<file path="config.mk">
export PLATFORM = sky130hd
export DESIGN_NAME = kpscan
export DESIGN_NICKNAME = d
export VERILOG_FILES = /design/src/rtl/kpscan_defs.sv /design/src/rtl/kpfifo.sv /design/src/rtl/kpscan.sv
export SDC_FILE = /design/constraint.sdc
export NUM_CORES = 1
export LEC_CHECK = 0
export ABC_AREA = 1
export CAP_MARGIN = 15
export CELL_PAD_IN_SITES_DETAIL_PLACEMENT = 1
export CELL_PAD_IN_SITES_GLOBAL_PLACEMENT = 2
export CORE_MARGIN = 2
export CORE_UTILIZATION = 30
export DETAILED_ROUTE_END_ITERATION = 8
export PLACE_DENSITY_LB_ADDON = 0.1
export SETUP_SLACK_MARGIN = 0.1
export SYNTH_ARGS = -nofsm -noshare
export SYNTH_HDL_FRONTEND = slang
export SYNTH_SLANG_ARGS = --single-unit
</file>
<file path="constraint.sdc">
create_clock -name i_clk -period 3.2 [get_ports i_clk]
set_input_delay 0.64 -clock i_clk [delete_from_list [all_inputs] [get_ports i_clk]]
set_output_delay 0.64 -clock i_clk [all_outputs]
set_load 0.02 [all_outputs]
</file>
<file path="src/rtl/kpscan_defs.sv">
// Shared definitions for the keypad scanner: scanner states and keycode width.
package kpscan_defs;

    localparam int KEYW = 4;

    typedef enum logic [1:0] {
        ST_IDLE = 2'd0,
        ST_SCAN = 2'd1,
        ST_HOLD = 2'd2
    } state_t;

    // Index of the low row; only meaningful when exactly one row is low.
    function automatic logic [1:0] low_row(input logic [3:0] row);
        logic [1:0] idx;
        idx = 2'd0;
        for (int i = 3; i >= 0; i--) begin
            if (!row[i]) idx = 2'(i);
        end
        return idx;
    endfunction

endpackage

</file>
<file path="src/rtl/kpfifo.sv">
// Small synchronous FIFO holding scanned keycodes; push on full drops the data
// unless a pop happens in the same cycle.
module kpfifo #(
    parameter int DW     = 4,
    parameter int LGFLEN = 2
) (
    input  logic              i_clk,
    input  logic              i_rst_n,
    input  logic              i_push,
    input  logic              i_pop,
    input  logic [DW-1:0]     i_data,
    output logic [DW-1:0]     o_data,
    output logic              o_full,
    output logic              o_empty,
    output logic [LGFLEN:0]   o_cnt
);

    localparam int DEPTH = 2 ** LGFLEN;

    logic [DW-1:0]     mem_q [DEPTH];
    logic [LGFLEN-1:0] wr_q, rd_q;
    logic [LGFLEN:0]   cnt_q, cnt_d;
    logic              do_push, do_pop;

    assign o_empty = (cnt_q == '0);
    assign o_full  = (cnt_q == (LGFLEN+1)'(DEPTH));
    assign o_cnt   = cnt_q;
    assign o_data  = mem_q[rd_q];

    assign do_pop  = i_pop & ~o_empty;
    assign do_push = i_push & (~o_full | do_pop);

    always_comb begin
        cnt_d = cnt_q;
        if (do_push && !do_pop) cnt_d = cnt_q + 1'b1;
        else if (do_pop && !do_push) cnt_d = cnt_q - 1'b1;
    end

    always_ff @(posedge i_clk or negedge i_rst_n) begin
        if (!i_rst_n) begin
            wr_q  <= '0;
            rd_q  <= '0;
            cnt_q <= '0;
        end else begin
            if (do_push) wr_q <= wr_q + 1'b1;
            if (do_pop)  rd_q <= rd_q + 1'b1;
            cnt_q <= cnt_d;
        end
    end

    // NOTE: storage is not reset; the pointers and count alone define what is valid.
    always_ff @(posedge i_clk) begin
        if (do_push) mem_q[wr_q] <= i_data;
    end

endmodule

</file>
<file path="src/rtl/kpscan.sv">
// 4x4 keypad scanner: synchronises rows, debounces, scans columns and queues
// keycodes for a single-register Wishbone slave.
module kpscan
    import kpscan_defs::*;
#(
    parameter int SETTLE_CLKS   = 800,
    parameter int DEBOUNCE_CLKS = 8000,
    parameter int LGFIFO        = 2
) (
    input  logic        i_clk,
    input  logic        i_rst_n,
    input  logic        i_wb_cyc,
    input  logic        i_wb_stb,
    input  logic        i_wb_we,
    input  logic [31:0] i_wb_data,
    output logic        o_wb_ack,
    output logic [31:0] o_wb_data,
    output logic [3:0]  o_kp_col,
    input  logic [3:0]  i_kp_row,
    output logic        o_kp_int
);

    localparam int DBW = $clog2(DEBOUNCE_CLKS + 1);
    localparam int SW  = $clog2(SETTLE_CLKS + 1);
    localparam logic [DBW-1:0] DB_LAST = DBW'(DEBOUNCE_CLKS - 1);
    localparam logic [SW-1:0]  ST_LAST = SW'(SETTLE_CLKS - 1);

    state_t          state_q, state_d;
    logic [1:0]      col_q, col_d;
    logic [DBW-1:0]  dbc_q, dbc_d;
    logic [SW-1:0]   settle_q, settle_d;
    logic [3:0]      row_m_q, row_s_q;
    logic [2:0]      low_cnt;
    logic            push;
    logic [KEYW-1:0] push_key;

    logic            ack_q, ovfl_q, int_q;
    logic [31:0]     wb_data_q;
    logic            rd, wr, pop;
    logic [KEYW-1:0] fifo_head;
    logic            fifo_full, fifo_empty;
    logic [LGFIFO:0] fifo_cnt;
    logic            unused_ok;

    assign unused_ok = ^{i_wb_cyc, i_wb_data[31:9], i_wb_data[7:0]};
    assign low_cnt   = 3'($countones(~row_s_q));
    assign o_kp_col  = (state_q == ST_SCAN) ? ~(4'b1 << col_q) : 4'h0;

    // NOTE: every output of this block is given a default first so no latch is inferred.
    always_comb begin
        state_d  = state_q;
        col_d    = col_q;
        dbc_d    = dbc_q;
        settle_d = settle_q;
        push     = 1'b0;
        push_key = '0;
        case (state_q)
            ST_IDLE: begin
                if (row_s_q == 4'hF) dbc_d = '0;
                else if (dbc_q == DB_LAST) begin
                    dbc_d    = '0;
                    col_d    = 2'd0;
                    settle_d = '0;
                    state_d  = ST_SCAN;
                end else dbc_d = dbc_q + 1'b1;
            end
            ST_SCAN: begin
                if (settle_q != ST_LAST) settle_d = settle_q + 1'b1;
                else begin
                    settle_d = '0;
                    if (low_cnt == 3'd1) begin
                        push     = 1'b1;
                        push_key = {col_q, low_row(row_s_q)};
                        state_d  = ST_HOLD;
                    end else if (low_cnt == 3'd0) begin
                        // Key vanished before its column was reached: nothing to report.
                        if (col_q == 2'd3) state_d = ST_HOLD;
                        else col_d = col_q + 1'b1;
                    end else state_d = ST_HOLD;
                end
            end
            ST_HOLD: begin
                if (row_s_q != 4'hF) dbc_d = '0;
                else if (dbc_q == DB_LAST) begin
                    dbc_d   = '0;
                    state_d = ST_IDLE;
                end else dbc_d = dbc_q + 1'b1;
            end
            default: state_d = ST_IDLE;
        endcase
    end

    assign rd  = i_wb_stb & ~i_wb_we;
    assign wr  = i_wb_stb & i_wb_we;
    assign pop = rd & ~fifo_empty;

    always_ff @(posedge i_clk or negedge i_rst_n) begin
        if (!i_rst_n) begin
            state_q   <= ST_IDLE;
            col_q     <= 2'd0;
            dbc_q     <= '0;
            settle_q  <= '0;
            row_m_q   <= 4'hF;
            row_s_q   <= 4'hF;
            ack_q     <= 1'b0;
            wb_data_q <= '0;
            ovfl_q    <= 1'b0;
            int_q     <= 1'b0;
        end else begin
            state_q  <= state_d;
            col_q    <= col_d;
            dbc_q    <= dbc_d;
            settle_q <= settle_d;
            row_m_q  <= i_kp_row;
            row_s_q  <= row_m_q;
            ack_q    <= i_wb_stb;
            int_q    <= ~fifo_empty;
            if (rd) begin
                wb_data_q <= 32'({ovfl_q, fifo_cnt, ~fifo_empty,
                                  fifo_empty ? {KEYW{1'b0}} : fifo_head});
            end
            // Software clearing the flag takes priority over a simultaneous overflow.
            if (wr && i_wb_data[8]) ovfl_q <= 1'b0;
            else if (push && fifo_full && !pop) ovfl_q <= 1'b1;
        end
    end

    assign o_wb_ack  = ack_q;
    assign o_wb_data = wb_data_q;
    assign o_kp_int  = int_q;

    kpfifo #(
        .DW     (KEYW),
        .LGFLEN (LGFIFO)
    ) u_fifo (
        .i_clk   (i_clk),
        .i_rst_n (i_rst_n),
        .i_push  (push),
        .i_pop   (pop),
        .i_data  (push_key),
        .o_data  (fifo_head),
        .o_full  (fifo_full),
        .o_empty (fifo_empty),
        .o_cnt   (fifo_cnt)
    );

endmodule
</file>
After elaboration in Yosys (flattened, before gate mapping)
Memories as Yosys holds them, arrays and structs flattened. Cells that the tools add are included.

Bits in registers: 54. Memories: 1. Bits of input ports: 41. RAM bits: 16. Logic and storage cells: 113. Output and inout bits: 38.

Bitwise operators: 11. Mux-type cells: 41. Reductions and logical operators: 18. Shifts and indexed selects: 1. Equality and inequality tests: 18. Add/sub/neg operators: 10.

Memories: u_fifo.mem_q (words 4, width 4, read ports 1, clocked after Yosys merged registers in 0, wr ports 1, RTL line kpfifo.sv:20) `logic [DW-1:0] mem_q [DEPTH];`.

Operators by type and width (number): 13-bit two-way mux (3); 2-bit two-way mux (17); 10-bit two-way mux (3); 13-bit case mux with 2 select lines (1); 4-bit two-way mux (5); 10-bit case mux with 2 select lines (1); 2-bit inequality test (second input constant) (7); 13-bit by 1-bit adder with 13-bit output (second input constant) (1); 13-bit equality test (second input constant) (1); 10-bit by 1-bit adder with 10-bit output (second input constant) (1); 10-bit inequality test (second input constant) (1); 4-bit inverter (2); 2-bit nonzero test (4); 1-bit two-way mux (7); 7-bit AND reduction (1); 2-bit by 1-bit adder with 2-bit output (second input constant) (3); 3-bit logical NOT (2); 3-bit two-way mux (2); 2-bit case mux with 3 select lines (1); 6-bit AND reduction (1); 1-bit bitwise AND (5); 1-bit logical AND (5); 1-bit by 1-bit adder with 2-bit output (2); 2-bit equality test (second input constant) (2); 17 further kinds (21).

Depth between registers and ports, before layout
Gate-level depths: netlist (run 1).

Depth in word-level cells: 12. Mapped depth: 15. Depth with buffers taken out: 15.

Cells and area by module
A second synthesis (run 1) with hierarchy kept.

Cell total of the unflattened synthesis: 441. Area, all modules: 3821.2 um2.

Modules (own cells, without submodules): kpscan (sequential area each 1186.1 um2, instances 1, area each 2753.9 um2, cells each 337); kpfifo (sequential area each 655.6 um2, instances 1, area each 1067.3 um2, cells each 104).

Least setup slack after synthesis (run 1)
No wires, ideal clock.

Path type: register to register. Start: register row_s_q[0]. End: register u_fifo.cnt_q[2], in the netlist u_fifo.o_cnt[2]. Setup time: 0.131 ns. Arrival time: 2.839 ns. Cell stages (with the launch flop): 16. Period minus slack after synthesis: 2.970 ns. Slack: 0.230 ns. Path buffers: 0. Data required time: 3.069 ns. Path through: dfstp_2 > fa_1 > inv_1 > ha_1 > ha_1 > nor2_1 > nand3_4 > inv_2 > nand3_4 > clkinv_2 > ha_1 > inv_1 > fa_1 > a21oi_1 > o21ai_0 > xor2_1.

Word-level cells in the longest chain between the ends: 11. Elaborated cells between the ends (all ways): 13. Classes of those cells: 2 x add/sub; 1 x eq/ne; 4 x mux; 2 x bitwise; 4 x reduce/logical.

Ends and longest elaborated chain: from (decl) (RTL line kpscan.sv:32) `logic [3:0] row_m_q, row_s_q;`; from (signal assigned) (RTL line kpscan.sv:115) `row_s_q <= row_m_q;`; 4-bit inverter (*) (RTL line kpscan.sv:46) `assign low_cnt = 3'($countones(~row_s_q));`; 1-bit by 1-bit adder with 2-bit output (implied by the code) (*) (RTL line kpscan.sv:46); 2-bit by 2-bit adder with 3-bit output (implied by the code) (*) (RTL line kpscan.sv:46); 3-bit by 1-bit equality test with 1-bit output (*) (RTL line kpscan.sv:71) `if (low_cnt == 3'd1) begin`; 1-bit two-way mux (*) (RTL line kpscan.sv:71); 1-bit two-way mux (*) (RTL line kpscan.sv:68) `if (settle_q != ST_LAST) settle_d = settle_q + 1'b1;`; 1-bit two-way mux (*) (RTL line kpscan.sv:57) `case (state_q)`; 1-bit bitwise AND (*) (RTL line kpfifo.sv:31) `assign do_push = i_push & (~o_full | do_pop);`; named net u_fifo.do_push (RTL line kpfifo.sv:23) `logic do_push, do_pop;`; 1-bit logical NOT (RTL line kpfifo.sv:36) `else if (do_pop && !do_push) cnt_d = cnt_q - 1'b1;`; 1-bit logical AND (RTL line kpfifo.sv:36); 2-bit nonzero test (no source line); to (signal assigned) (RTL line kpfifo.sv:47) `cnt_q <= cnt_d;`; to (decl) (RTL line kpfifo.sv:22) `logic [LGFLEN:0] cnt_q, cnt_d;`.

Mark *: on every way through the listed nets, which the timed path passes. The rest lies on a longest branch. A chain may end at the register's enable or synchronous reset.

Final worst setup path (run 1)
Start: register row_s_q[3]. End: register u_fifo.cnt_q[2], in the netlist u_fifo.o_cnt[2].

The elaborated chain is that of the path after synthesis.

==> results of run 1 <==
## synth_stat cells, types with 4 or more instances
cell type / instances
nand2_2: 6
o21ai_1: 4
dfrtp_1: 46
nor3_1: 4
nor2_1: 58
o21ai_0: 19
xor2_1: 6
nand2_1: 101
nand3_1: 27
o22ai_1: 4
dfstp_2: 8
ha_1: 14
nand4_1: 9
edfxtp_1: 16
a21oi_1: 5
buf_4: 24
inv_1: 49
## logic make-up after synthesis
| kind of cell | share of synthesized area (%) |
|---|---|
| AO/OA/AOI/OAI | 5.69 |
| multiplexers | 0.301 |
| XOR/XNOR | 2.11 |
| buffers and inverters | 10.9 |
| flip-flops | 49.2 |
| adder cells (fa/ha/maj) | 5.75 |
| other | 0.100 |
| AND/OR/NAND/NOR | 26.0 |
## worst max path at each step
stage | end | from | slack, ps | cells after the start
6_report | u_fifo.o_cnt[2] | row_s_q[3] | 270 | 15
5_1_grt | u_fifo.o_cnt[2] | row_s_q[3] | 100 | 15
4_1_cts | u_fifo.o_cnt[2] | row_s_q[1] | 110 | 15
3_5_place_dp | u_fifo.o_cnt[2] | row_s_q[1] | 60 | 15
3_3_place_gp | u_fifo.o_cnt[2] | row_s_q[1] | 90 | 15
2_1_floorplan | u_fifo.o_cnt[2] | row_s_q[0] | 230 | 15
## per-layer routing
layer  up-vias  global-route usage [%]  wire [um]  part of all wire (%)
met2        34                    22.8       3980                    49
met1      1365                    17.0       3780                    46
met3        11                    3.61        225                   2.8
li1       1406                       -          -                     -
met4         0                    5.24        155                   1.9
met5         -                       0          0                     0
## power by group through the flow
stage	Clock, mW	Sequential [mW]	Combinational (mW)
finish	0.927	1.16	0.596
global route	1.00	1.18	0.688
CTS	0.966	1.16	0.596
detailed placement	0	1.17	0.592
global placement	0	1.17	0.585
floorplan	0	1.20	0.365
## timing repair
action                                  CTS  global route
gates cloned                              0             0
hold buffers                              0             0
pin swaps                                 0             4
resized for setup                         1            11
endpoints found under the setup margin    1             2
## cell type report
| type | count | share of cell area (%) |
|---|---|---|
| Tap cell | 168 | 4.75 |
| Sequential cell | 70 | 41.7 |
| Inverter | 54 | 4.75 |
| Multi-Input combinational cell | 304 | 36.4 |
| Clock inverter | 4 | 0.509 |
| Timing Repair Buffer | 29 | 6.11 |
| Clock buffer | 12 | 5.80 |
## cell usage in the layout, fill, tap and decap left out, drive strengths merged, types with 2 or more instances in the layout
master and count:
a21oi 5, buf 7, clkbuf 12, clkdlybuf4s50 22
clkinv 4, conb 23, dfrtp 46, dfstp 8
edfxtp 16, fa 2, ha 14, inv 53
nand2 108, nand3 30, nand4 9, nor2 63
nor3 5, o21a 3, o21ai 24, o22ai 4
xnor2 3, xor2 6
## flip-flops by register name, summed over array words and instances (netlist names), 3 cells and up
register and cells:
row_s_q 4, row_m_q 4, u_fifo.o_cnt 3, o_wb_data 9, settle_q 10, u_fifo.mem_q 16
dbc_q 13
==> impl_results.md, run 1 <==
* Result of the run: finished clean
* TritonCTS Buffers at 9
* Hold Vio Cnt, Final at 0
* Max clock buf depth at 2
* Kind of critical path: register to register
* Avg Cell Area, Syn at 8.64 um^2
* Fin area at 0.00442 mm^2
* Share of cells above drive strength 1 at 13.1%
* YS warnings at 0
* GP Congestion at 0.755
* Cell family with most CP delay: adder cells
* Core area at 0.0121 mm^2
* Setup_tns at 0 ps
* Vias per cell at 4.39
* Final Slew Violations at 0
* Fin util at 36.5%
* Drc violations at 0
* Total Routing Usage GR at 13.7%
* Flop pwr share at 43.2%
* Pin count of the biggest net entering global routing at 34
* Hold EP: row_s_q[1]
* Root Driver: clkbuf_16
* Routed wire length at 8150 um
* Inst Count DP at 625
* Drt pass-1 iters at 4
* Placed cell areas at 0.00410 mm^2
* Internal Dissipation at 1.86 mW
* Minimum clock period at 2930 ps
* Chip Width at 116 um
* Clk_skew at 4.58 ps
* Crit path max fanout at 4
* Number of clock sinks at 70
* Congestion Overflow GR at 0
* CTS tree: done
* Reg area at 0.00184 mm^2
* Final ANT Viol Nets at 0
* Net switching power at 826 uW
* First-pass GRT wire length at 14000 um
* Reg2reg end: u_fifo.o_cnt[2]
* CTS H-tree depth at 3
* Top-level port count at 79
* P&R area growth vs syn at 18.2%
* Antenna cells at 0
* Die area at 0.0134 mm^2
* Setup ws final at 269 ps
* Top cell type by total area after synthesis: dfrtp_1
* Ys flop type: dfrtp_1
* WHS Path Cells at 0
* Power, Total at 2.68 mW
* Initial Util at 30.9%
* CP required at 3420 ps
* Fillers at 1462
* Leak pwr at 2.08 nW
* HPWL after DPL at 6180 um
* Dpl ws at 61.3 ps
* CP Buf/Inv Count at 4
* Clock Power Share at 34.6%
* R2R depth at 15
* Nets at 525
* Wire per inst at 12.7 um
* Critical Path AT at 3150 ps
* CP cell instances: fa_1 > inv_1 > ha_2 > ha_4 > nor2_4 > nand3_4 > inv_4 > nand3_4 > inv_4 > ha_2 > inv_2 > fa_2 > a21oi_2 > o21ai_2 > xor2_1
* CP peak stage delay at 560 ps
* Mapped Area at 0.00374 mm^2
* Vias after detailed routing at 2816
* Final setup violating endpoints at 0
* Antenna violations before repair at 0
* Critical hold path startpoint: row_m_q[1]
* Clock transition at the registers of the reported paths at 50 ps
* Min-delay worst type: register to register
* Switch share at 30.8%
* Comb power frac at 22.2%
* Fin Hold WS at 354 ps
* Worst vdd ir at 0.236 mV
* Reg2reg start: row_s_q[3]
* Unrepaired setup endpoints after global routing: false
* Initial DRC Count at 139
* Synth top area cells: dfrtp_1, edfxtp_1, nand2_1
* R2r setup slk at 270 ps
* Post-synthesis sequential area ratio at 49.2%
* Rows at 40
* Synth async-reset ratio at 77.1%
* Pwr Density at 607 mW/mm^2
* Synth unique cells at 40
* Number of post-CTS setup repair buffers at 0
* Mapped Cells at 433
* CP Capture Type: register
* Die H at 116 um
* Crit share post-route at 91.6%
* Top-area cell type share of the netlist area at 30.8%
* Area of the multi-input gates at 0.00161 mm^2
* Max-slew headroom at 45.7%
* Max-capacitance violation count at 0
* Seq cells post-synth at 70
* Clock Latency Late Sink at 330 ps
* Startpoint type of the worst setup path: register
* Post-synth EDFFs at 16
* Final Non-Filler Cells at 641
* Fmax at 341 MHz
* Worst-Margin Slew at 814 ps
* Vias in the first global route at 2907
* CP max stage cell: dfstp_2
* Port Buffers at 23
No activity file was read; power rests on OpenSTA's default activity.
==> run 2: changes to the inputs <==
Settings changed: CAP_MARGIN 15 to 10.
==> results of run 2 <==
Same layout as run 1: the final DEF is identical, and so are final timing and power.
